### config.mk
export PLATFORM = sky130hd
export DESIGN_NAME = render_chain_driver
export DESIGN_NICKNAME = d
export VERILOG_FILES = /design/src/rtl/render_chain_driver.sv
export SDC_FILE = /design/constraint.sdc
export NUM_CORES = 1
export LEC_CHECK = 0
export CAP_MARGIN = 20
export CORE_AREA = 4 4 294 296
export CTS_BUF_LIST = sky130_fd_sc_hd__clkbuf_4 sky130_fd_sc_hd__clkbuf_8 sky130_fd_sc_hd__clkbuf_16
export DETAILED_ROUTE_END_ITERATION = 16
export DIE_AREA = 0 0 298 300
export HOLD_SLACK_MARGIN = 0.06
export SLEW_MARGIN = 10
export SYNTH_ARGS = -nofsm -noshare
export SYNTH_HDL_FRONTEND = slang
export SYNTH_SLANG_ARGS = --single-unit
export TNS_END_PERCENT = 20
### constraint.sdc
create_clock -name clk -period 6.5 [get_ports clk]
set_input_delay 1.3 -clock clk [delete_from_list [all_inputs] [get_ports clk]]
set_output_delay 1.3 -clock clk [all_outputs]
set_load 0.05 [all_outputs]
### src/rtl/render_chain_driver.sv
// render_chain_driver: head-of-chain source for the shape-renderer pipeline.
// Scans a raster of background pixels. Host register writes are buffered in
// a FIFO and injected only between frames, so no frame is ever rendered with
// partially updated shape state.
// Optional feature: define RENDER_DRV_FRAME_CNT_EN to add the frame_count
// output, which counts frames that have been scanned to completion.
module render_chain_driver #(
   parameter int          H_RES      = 1920,
   parameter int          V_RES      = 1080,
   parameter int          FIFO_DEPTH = 16,
   parameter logic [31:0] BG_COLOR   = 32'h0000_0000
) (
   input  logic                          clk,
   input  logic                          rst,
   input  logic                          enable,
   input  logic                          cmd_valid,
   output logic                          cmd_ready,
   input  logic [10:0]                   cmd_shape_id,
   input  logic [11:0]                   cmd_reg_id,
   input  logic [31:0]                   cmd_data,
   output logic                          program_out,
   output logic [10:0]                   x_out,
   output logic [11:0]                   y_out,
   output logic [31:0]                   data_out,
   output logic                          scan_active,
   output logic                          frame_start,
`ifdef RENDER_DRV_FRAME_CNT_EN
   output logic [15:0]                   frame_count,
`endif
   output logic [$clog2(FIFO_DEPTH):0]   cmd_pending
);

   localparam int               AW      = $clog2(FIFO_DEPTH);
   localparam logic [10:0]      X_LAST  = 11'(H_RES - 1);
   localparam logic [11:0]      Y_LAST  = 12'(V_RES - 1);
   localparam logic [AW:0]      DEPTH_C = (AW + 1)'(FIFO_DEPTH);
   localparam logic [AW:0]      ONE_C   = (AW + 1)'(1);

   typedef enum logic [1:0] {IDLE, PROGRAM, SCAN} state_t;

   typedef struct packed {
      logic [10:0] shape_id;
      logic [11:0] reg_id;
      logic [31:0] data;
   } cmd_t;

   cmd_t          mem [FIFO_DEPTH];
   cmd_t          cmd_in;
   logic [AW-1:0] wr_ptr;
   logic [AW-1:0] rd_ptr;
   logic [AW:0]   count;
   logic          push;
   logic          pop;

   state_t        state;
   logic [AW:0]   remaining;
   logic [10:0]   x_cnt;
   logic [11:0]   y_cnt;

   assign cmd_in      = '{shape_id: cmd_shape_id, reg_id: cmd_reg_id, data: cmd_data};
   assign cmd_ready   = (count < DEPTH_C);
   assign cmd_pending = count;
   assign push        = cmd_valid && cmd_ready;
   // Every PROGRAM cycle consumes exactly one entry; the snapshot guarantees it exists.
   assign pop         = (state == PROGRAM);

   // Command storage: written on accepted pushes only.
   // NOTE: the storage array carries no reset; only pointers and count define
   // which entries are valid, so clearing the data would buy nothing.
   always_ff @(posedge clk) begin
      if (push) mem[wr_ptr] <= cmd_in;
   end

   // FIFO pointers and occupancy; a simultaneous push and pop leaves count unchanged.
   // NOTE: sequential state uses non-blocking assignments so every flop samples
   // the pre-edge values, independent of statement order.
   always_ff @(posedge clk) begin
      if (rst) begin
         wr_ptr <= '0;
         rd_ptr <= '0;
         count  <= '0;
      end else begin
         if (push) wr_ptr <= wr_ptr + 1'b1;
         if (pop)  rd_ptr <= rd_ptr + 1'b1;
         case ({push, pop})
            2'b10:   count <= count + 1'b1;
            2'b01:   count <= count - 1'b1;
            default: ;
         endcase
      end
   end

   // Sequencer: chooses between idling, programming a snapshot of the FIFO and
   // scanning pixels; outputs are registered from the current state's action.
   always_ff @(posedge clk) begin
      if (rst) begin
         state       <= IDLE;
         remaining   <= '0;
         x_cnt       <= '0;
         y_cnt       <= '0;
         program_out <= 1'b0;
         scan_active <= 1'b0;
         frame_start <= 1'b0;
         x_out       <= '0;
         y_out       <= '0;
         data_out    <= '0;
      end else begin
         // NOTE: outputs default to the idle value each cycle, so each state
         // only names the outputs it drives and nothing holds stale data.
         program_out <= 1'b0;
         scan_active <= 1'b0;
         frame_start <= 1'b0;
         x_out       <= '0;
         y_out       <= '0;
         data_out    <= '0;
         case (state)
            IDLE: begin
               if (count != '0) begin
                  state     <= PROGRAM;
                  remaining <= count;
               end else if (enable) begin
                  state <= SCAN;
                  x_cnt <= '0;
                  y_cnt <= '0;
               end
            end
            PROGRAM: begin
               program_out <= 1'b1;
               x_out       <= mem[rd_ptr].shape_id;
               y_out       <= mem[rd_ptr].reg_id;
               data_out    <= mem[rd_ptr].data;
               remaining   <= remaining - 1'b1;
               // Commands pushed after the snapshot wait for the next blanking.
               if (remaining == ONE_C) begin
                  if (enable) begin
                     state <= SCAN;
                     x_cnt <= '0;
                     y_cnt <= '0;
                  end else begin
                     state <= IDLE;
                  end
               end
            end
            SCAN: begin
               scan_active <= 1'b1;
               x_out       <= x_cnt;
               y_out       <= y_cnt;
               data_out    <= BG_COLOR;
               frame_start <= (x_cnt == '0) && (y_cnt == '0);
               if (x_cnt == X_LAST) begin
                  x_cnt <= '0;
                  if (y_cnt == Y_LAST) begin
                     y_cnt <= '0;
                     // Frame boundary: pending commands first, then enable decides.
                     if (count != '0) begin
                        state     <= PROGRAM;
                        remaining <= count;
                     end else if (!enable) begin
                        state <= IDLE;
                     end
                  end else begin
                     y_cnt <= y_cnt + 1'b1;
                  end
               end else begin
                  x_cnt <= x_cnt + 1'b1;
               end
            end
            default: state <= IDLE;
         endcase
      end
   end

`ifdef RENDER_DRV_FRAME_CNT_EN
   // Count a frame once its last pixel has been presented on the outputs.
   always_ff @(posedge clk) begin
      if (rst) begin
         frame_count <= '0;
      end else if (scan_active && (x_out == X_LAST) && (y_out == Y_LAST)) begin
         frame_count <= frame_count + 1'b1;
      end
   end
`endif

endmodule

==> results of run 1 <==
[state kept, by name, summed over array words and instances (netlist names), named ones only]
signal,cells
y_cnt,12
data_out,32
rd_ptr,4
x_cnt,11
remaining,5
x_out,11
cmd_pending,5
frame_start,1
scan_active,1
state,2
program_out,1
mem,880
wr_ptr,4
y_out,12
[power breakdown]
part	switching (mW)	leakage [nW]	internal [mW]
combinational	1.07	2.86	0.863
sequential	0.126	8.80	7.10
clock	2.34	1.68	3.44
[metal layers]
layer | part of all wire (%) | GRT usage (%) | up-vias
met5 | 0.011 | 0 | -
met4 | 2.2 | 5.14 | 2
met3 | 5.5 | 3.07 | 118
met2 | 48 | 30.0 | 519
met1 | 44 | 26.4 | 9520
li1 | - | - | 7660
[final timing paths]
| check | start | endpoint | slack [ns] |
|---|---|---|---|
| max | rst | x_out[7]$_SDFF_PP0_ | 2.98 |
| min | remaining[1]$_SDFFE_PP0P_ | remaining[1]$_SDFFE_PP0P_ | 0.50 |
| max reg2reg | state[1]$_SDFFE_PP0P_ | y_out[11]$_SDFF_PP0_ | 3.34 |
| min reg2reg | remaining[1]$_SDFFE_PP0P_ | remaining[1]$_SDFFE_PP0P_ | 0.50 |
[cells in the final DEF, fill, tap and decap left out, types with 8 or more instances in the layout]
cell type,count
sky130_fd_sc_hd__clkdlybuf4s50_1,122
sky130_fd_sc_hd__bufinv_16,9
sky130_fd_sc_hd__inv_1,18
sky130_fd_sc_hd__xor2_1,15
sky130_fd_sc_hd__dfxtp_1,101
sky130_fd_sc_hd__mux4_2,252
sky130_fd_sc_hd__nand3_1,18
sky130_fd_sc_hd__clkbuf_16,104
sky130_fd_sc_hd__buf_4,37
sky130_fd_sc_hd__nor2_1,56
sky130_fd_sc_hd__o211ai_1,8
sky130_fd_sc_hd__clkbuf_4,23
sky130_fd_sc_hd__edfxtp_1,880
sky130_fd_sc_hd__mux2i_1,49
sky130_fd_sc_hd__nor2_4,12
sky130_fd_sc_hd__a21oi_1,39
sky130_fd_sc_hd__o31ai_1,10
sky130_fd_sc_hd__nand4_1,8
sky130_fd_sc_hd__o21ai_0,42
sky130_fd_sc_hd__nand2_1,34
sky130_fd_sc_hd__ha_1,19
sky130_fd_sc_hd__clkinv_1,22
sky130_fd_sc_hd__and2_1,34
sky130_fd_sc_hd__clkinv_2,17
sky130_fd_sc_hd__nor3_1,14
[synthesized netlist by cell type, types with 2 or more instances]
| master | count | area [µm²] |
|---|---|---|
| sky130_fd_sc_hd__or4_1 | 3 | 22.5 |
| sky130_fd_sc_hd__o2111ai_1 | 3 | 26.3 |
| sky130_fd_sc_hd__nor2b_1 | 6 | 37.5 |
| sky130_fd_sc_hd__or3_1 | 2 | 12.5 |
| sky130_fd_sc_hd__clkbuf_1 | 50 | 188 |
| sky130_fd_sc_hd__a22oi_1 | 2 | 15.0 |
| sky130_fd_sc_hd__dfxtp_1 | 105 | 2100 |
| sky130_fd_sc_hd__nand4_1 | 8 | 50.1 |
| sky130_fd_sc_hd__buf_1 | 13 | 48.8 |
| sky130_fd_sc_hd__inv_1 | 18 | 67.6 |
| sky130_fd_sc_hd__buf_4 | 3 | 22.5 |
| sky130_fd_sc_hd__and4_1 | 3 | 26.3 |
| sky130_fd_sc_hd__a31oi_1 | 3 | 18.8 |
| sky130_fd_sc_hd__mux4_2 | 252 | 5680 |
| sky130_fd_sc_hd__nand3_1 | 18 | 90.1 |
| sky130_fd_sc_hd__edfxtp_1 | 880 | 26400 |
| sky130_fd_sc_hd__nor4_1 | 5 | 31.3 |
| sky130_fd_sc_hd__nand2_1 | 34 | 128 |
| sky130_fd_sc_hd__a21oi_1 | 39 | 195 |
| sky130_fd_sc_hd__and2_1 | 34 | 213 |
| sky130_fd_sc_hd__nand2b_1 | 3 | 18.8 |
| sky130_fd_sc_hd__and3_1 | 5 | 31.3 |
| sky130_fd_sc_hd__xnor2_1 | 5 | 43.8 |
| sky130_fd_sc_hd__o41ai_1 | 3 | 26.3 |
| sky130_fd_sc_hd__nor2_1 | 68 | 255 |
| sky130_fd_sc_hd__ha_1 | 19 | 238 |
| sky130_fd_sc_hd__o31ai_1 | 10 | 75.1 |
| sky130_fd_sc_hd__buf_2 | 28 | 140 |
| sky130_fd_sc_hd__xor2_1 | 15 | 131 |
| sky130_fd_sc_hd__mux2i_1 | 49 | 490 |
| sky130_fd_sc_hd__o21ai_0 | 42 | 210 |
| sky130_fd_sc_hd__nor3_1 | 18 | 90.1 |
| sky130_fd_sc_hd__o211ai_1 | 8 | 60.1 |
| sky130_fd_sc_hd__nand4b_1 | 2 | 17.5 |
[critical path: cells and delay by family]
family          cells  cell delay (ns)
compound gates      2             0.29
buf+inv             3             1.36
simple gates        2             1.08
[final cells by class]
| type | instances | area [µm²] | share of cell area [%] |
|---|---|---|---|
| timing repair buffer | 162 | 1560 | 3.59 |
| inverter | 18 | 67.6 | 0.156 |
| clock inverter | 56 | 523 | 1.20 |
| tap | 1080 | 1350 | 3.11 |
| sequential | 985 | 28500 | 65.7 |
| clock buffer | 132 | 2840 | 6.55 |
| antenna | 1 | 2.50 | 0.00576 |
| multi-input combinational | 677 | 8540 | 19.7 |
[stage by stage]
step / util, % / setup WS (ns) / hold WS, ns / power, mW / instance area [µm²]
CTS: 52.0 / 2.98 / 0.500 / 15.1 / 43400
global placement: 47.9 / 2.35 / 0.481 / 9.29 / 40100
detailed placement: 47.9 / 2.29 / 0.491 / 9.32 / 40100
finish: 52.0 / 2.98 / 0.502 / 14.9 / 43400
floorplan: - / 0.475 / 0.461 / 8.72 / 37400
global route: 52.0 / 2.76 / 0.543 / 15.5 / 43400
[logic make-up (layout without fill, tap and decap cells)]
kind of cell,Yosys count,in the layout,synth area share (%)
DFF,985,985,76.3
muxes,302,302,16.5
and+or+nand+nor,215,215,2.93
AOI/OAI and AO/OA,121,121,1.96
buffers and inverters,112,368,1.25
xor gates and xnor gates,20,20,0.468
adders and majority gates,19,19,0.635
other,0,1,0
==> qor_table.md, run 1 <==
| Item | Value |
|:---|:---|
| Result of the run | finished, final reports clean |
| Clock latency on the worst-skew pair | 0.65 ns |
| Number of global-route vias before repair | 18,800 |
| Minimum clock period | 3.52 ns |
| Top FF cell, synth | sky130_fd_sc_hd__edfxtp_1 |
| Number of synthesized flops with an enable pin | 880 |
| Transition at the pin with the smallest max-transition slack | 1.05 ns |
| Critical path type | input port to flip-flop |
| HPWL Detailed | 47,400 µm |
| Post-Route Skew | 0.0330 ns |
| Static leakage | 13.3 nW |
| Relative slew margins | 30.1% |
| Chip height | 300 µm |
| Post-CTS Setup Repair Bufs | 0 |
| Count of fill cells added during filler insertion | 6,494 |
| Starting utilization of the core area | 44.8% |
| Post-layout nets | 2,023 |
| Top-level port count | 123 |
| First-pass GRT wire length | 124,000 µm |
| Pin count of the biggest net entering global routing | 120 |
| Fmax | 0.284 GHz |
| PortBufs | 122 |
| Die area | 89,400 µm² |
| Overall via count from detail_route | 17,800 |
| Average wire length per cell after detail routing | 26.6 µm |
| Number of standard-cell rows in the floorplan | 106 |
| CTS tree | done |
| Number of violations of the max-capacitance limit | 0 |
| Final setup vio count | 0 |
| Horiz. Die Dim | 298 µm |
| Max stage delay on crit path | 0.79 ns |
| Post-synthesis instance area | 37,400 µm² |
| Total length of routed wires | 82,700 µm |
| Per-instance average area after synthesis | 21.1 µm² |
| Required @ worst endpoint | 7.03 ns |
| Number of routed nets with antenna violations | 0 |
| Yosys warning total | 0 |
| Via-per-instance ratio | 5.73 |
| Number of gates resized after CTS | 0 |
| Fraction of the yosys area taken by sequential cells | 76.3% |
| Final Hold Vio Count | 0 |
| TritonCTS buffer count | 101 |
| Data arrival time at the worst-slack endpoint | 4.05 ns |
| Hold Buf Count CTS | 0 |
| Net count of the mapped netlist | 1,852 |
| Number of clock sinks | 985 |
| Nature of the critical path endpoint | flip-flop |
| Number of instances in the synthesized netlist | 1,774 |
| Instance count along the most critical hold path | 2 |
| Cell type with the highest occurrence count on the critical path | sky130_fd_sc_hd__inv_1 |
| CP cell instances | clkdlybuf4s50_1, inv_1, nand2_1, inv_1, and2_1, a21oi_1, o21ai_0 |
| Master cell of the clock root buffer | sky130_fd_sc_hd__clkbuf_16 |
| Pins over their slew limit | 0 |
| Share of flip-flops with an asynchronous set or reset | 0% |
| Number of buffers on the longest clock path | 3 |
| Layout overhead on the synthesized area | 16.1% |
| Proportion of layout cells with a drive suffix above 1 | 24.0% |
| Worst vdd rail ir drop | 0.261 mV |
| Core ar. | 83,600 µm² |
| Final Instance Count excl. Fillers | 3,111 |
| Clock Pin Slew Worst Setup and Hold Paths | 0.06 ns |
| GP Congestion | 0.786 |
| Number of distinct standard cells referenced by the synthesized netlist | 52 |
| RSZ-0062 raised after global routing | no |
| Total global routing track utilization | 18.5% |
| Critical-path cell with the highest stage delay | sky130_fd_sc_hd__and2_1 |
| PD cells | 344 nW/µm² |
| Class of the tightest hold or removal check | flip-flop to flip-flop |
| 1st-pass router iterations | 5 |
| Overall overflow remaining after global route | 0 |
| Placed cells | 2,922 |
| Maximum net fanout on the critical path | 23 |
| Post-route DRC violation count | 0 |
| Category of the worst setup path launch point | input port |
| Total Negative Setup Slacks | 0 ns |
| Number of antenna violations at the first check in global routing | 2 |
| Iteration-0 DRC Markers | 1,489 |
| Path depth of the worst reg2reg path | 7 |
| Register bit total from synthesis | 985 |
| Final cycle utilization of the critical path | 54.1% |
| Level count of the clock H-tree | 3 |
Note: power is estimated with default switching activity, not from simulation.
==> run 2, diff against run 1 <==
- clock period: 6.5 -> 3.3 ns (I/O delays scaled with it)
==> qor_table.md, run 2 (synthesized netlist as in run 1, its figures left out) <==
| Item | Value | Delta |
|:---|:---|:---|
| PortBufs | 122 | unchanged |
| Overall via count from detail_route | 18,300 | +2.6% |
| Pins over their slew limit | 0 | unchanged |
| Number of routed nets with antenna violations | 0 | unchanged |
| Final Instance Count excl. Fillers | 3,142 | +1.0% |
| Total Negative Setup Slacks | 0 ns | unchanged |
| Net switching power figure | 7.03 mW | +99% |
| Fmax | 0.367 GHz |  |
| Switch share | 23.5% | -0.14 points |
| RSZ-0062 raised after global routing | no |  |
| Final core utilization | 52.8% | +0.82 points |
| Path depth of the worst reg2reg path | 6 | -1 |
| Final cycle utilization of the critical path | 82.7% |  |
| 1st-pass router iterations | 5 | unchanged |
| GP Congestion | 0.824 | +4.9% |
| Top-level port count | 123 | unchanged |
| Number of cells on the critical path | 1 | -6 |
| Minimum clock period | 2.73 ns |  |
| Transition at the pin with the smallest max-transition slack | 0.999 ns | -0.0472 ns |
| Top cell family by delay on the critical path | buffers and inverters |  |
| Final Hold Vio Count | 0 | unchanged |
| Instance count along the most critical hold path | 2 | unchanged |
| Result of the run | finished, final reports clean |  |
| Proportion of layout cells with a drive suffix above 1 | 25.7% | +1.7 points |
| Level count of the clock H-tree | 3 | unchanged |
| HPWL Detailed | 50,200 µm | +6.0% |
| Required @ worst endpoint | 2.64 ns | -4.39 ns |
| CTS tree | done |  |
| Post-Route Skew | 0.0281 ns | -0.00483 ns |
| Worst vdd rail ir drop | 0.454 mV | +74% |
| Number of global-route vias before repair | 18,700 | -0.43% |
| Number of antenna violations at the first check in global routing | 4 | +2 |
| Starting utilization of the core area | 44.8% | unchanged |
| Part of the power in registers | 47.5% | -0.9 points |
| Post-route DRC violation count | 0 | unchanged |
| Combinational group share of total power | 13.5% | +0.5 points |
| Number of buffers on the longest clock path | 3 | unchanged |
| Core ar. | 83,600 µm² | unchanged |
| Max stage delay on crit path | 0.88 ns | +0.09 ns |
| Post-layout nets | 2,054 | +1.5% |
| Number of gates resized after CTS | 0 | unchanged |
| Relative slew margins | 33.4% | +3.3 points |
| PD cells | 678 nW/µm² | +97% |
| TritonCTS buffer count | 100 | -0.99% |
| Clock Pin Slew Worst Setup and Hold Paths | 0.06 ns | about the same |
| Data arrival time at the worst-slack endpoint | 2.07 ns | -1.98 ns |
| Placed cells | 2,954 | +1.1% |
| Pre-CTS setup slack | 0.249 ns | -2.04 ns |
| WP buf/inv | 1 | -2 |
| Worst hold-check slack | 0.515 ns | +0.0128 ns |
| Registers with the highest flip-flop counts | mem (880), data_out (32) |  |
| Number of clock sinks | 985 | unchanged |
| Most frequent cells in the layout | sky130_fd_sc_hd__edfxtp_1 (880), sky130_fd_sc_hd__mux4_2 (252), sky130_fd_sc_hd__clkdlybuf4s50_1 (122) |  |
| Nature of the critical path endpoint | output pin |  |
| Final setup vio count | 0 | unchanged |
| Critical path type | flip-flop to output pin |  |
| Total length of routed wires | 84,900 µm | +2.7% |
| Iteration-0 DRC Markers | 1,832 | +23% |
| First-pass GRT wire length | 127,000 µm | +2.6% |
| Category of the worst setup path launch point | flip-flop |  |
| Maximum net fanout on the critical path | 9 | -61% |
| Critical-path cell with the highest stage delay | sky130_fd_sc_hd__clkdlybuf4s50_1 |  |
| Clock network fraction of total power | 39.0% | +0.3 points |
| Master cell of the clock root buffer | sky130_fd_sc_hd__clkbuf_16 |  |
| Number of standard-cell rows in the floorplan | 106 | unchanged |
| Internal reg-to-reg setup slack | 0.65 ns | -2.69 ns |
| Number of violations of the max-capacitance limit | 0 | unchanged |
| Layout overhead on the synthesized area | 17.9% |  |
| CP cell instances | clkdlybuf4s50_1 |  |
| Pin count of the biggest net entering global routing | 56 | -53% |
| Static leakage | 13.6 nW | +2.1% |
| Average wire length per cell after detail routing | 27.0 µm | +1.6% |
| Die area | 89,400 µm² | unchanged |
| Fin worst setup slack | 0.572 ns | -2.41 ns |
| Cell-internal power | 22.8 mW | +100% |
| Top reg by flops | mem |  |
| Clock latency on the worst-skew pair | 0.64 ns | about the same |
| Most frequent standard cell in the layout excluding fill and tap cells | sky130_fd_sc_hd__edfxtp_1 |  |
| Overall overflow remaining after global route | 0 | unchanged |
| Chip height | 300 µm | unchanged |
| Hold Buf Count CTS | 0 | unchanged |
| N_diodes | 0 | -1 |
| Post-CTS Setup Repair Bufs | 0 | unchanged |
| Via-per-instance ratio | 5.82 | +1.5% |
| Horiz. Die Dim | 298 µm | unchanged |
| Class of the tightest hold or removal check | flip-flop to flip-flop |  |
| Max FFs per register | 880 | unchanged |
| Total global routing track utilization | 19.1% | +0.57 points |
## run 2: cell count changes in the layout (fill, tap and decap cells not counted), sizes merged
cell and change:
bufinv +4, buf +32, clkinv -6, inv +1
diode -1, clkinvlp +1
## run 2: final timing paths
kind                                                  start                        end
worst min register to register    remaining[1]$_SDFFE_PP0P_  remaining[1]$_SDFFE_PP0P_
worst max-delay path            cmd_pending[1]$_SDFFE_PP0P_             cmd_pending[1]
worst max register to register        y_cnt[0]$_SDFFE_PP0P_      state[1]$_SDFFE_PP0P_
worst min-delay path              remaining[1]$_SDFFE_PP0P_  remaining[1]$_SDFFE_PP0P_
## run 2: power by group through the flow
stage	Combinational [mW]	Clock (mW)	Sequential, mW
after floorplan	2.54	0	14.6
after global placement	4.02	0	14.4
after detailed placement	4.06	0	14.5
after CTS	4.08	11.9	14.2
after global routing	4.34	12.5	14.2
final	4.02	11.7	14.2
## run 2: cell type report
cell class | instances | area, µm²
fillers | 6404 | 39500
multi-input cells | 677 | 8560
well taps | 1080 | 1350
flip-flops and latches | 985 | 28500
repair buffers | 194 | 2120
clock inverters | 56 | 634
clock buffers | 132 | 2830
inverters | 18 | 67.6
## run 2: per-layer routing
metal	wire length (µm)	track usage [%]	vias up	share of wire, %
met5	46	0	-	0.054
met4	1280	4.19	6	1.5
met3	4900	2.88	114	5.8
met2	40700	30.6	603	48
met1	37900	28.1	9829	45
li1	-	-	7722	-
## run 2: metrics by stage
step           total power [mW]  area, µm²
2_1_floorplan              17.2      37400
3_3_place_gp               18.5      40600
3_5_place_dp               18.5      40600
4_1_cts                    30.2      44100
5_1_grt                    31.0      44100
6_report                   29.9      44100
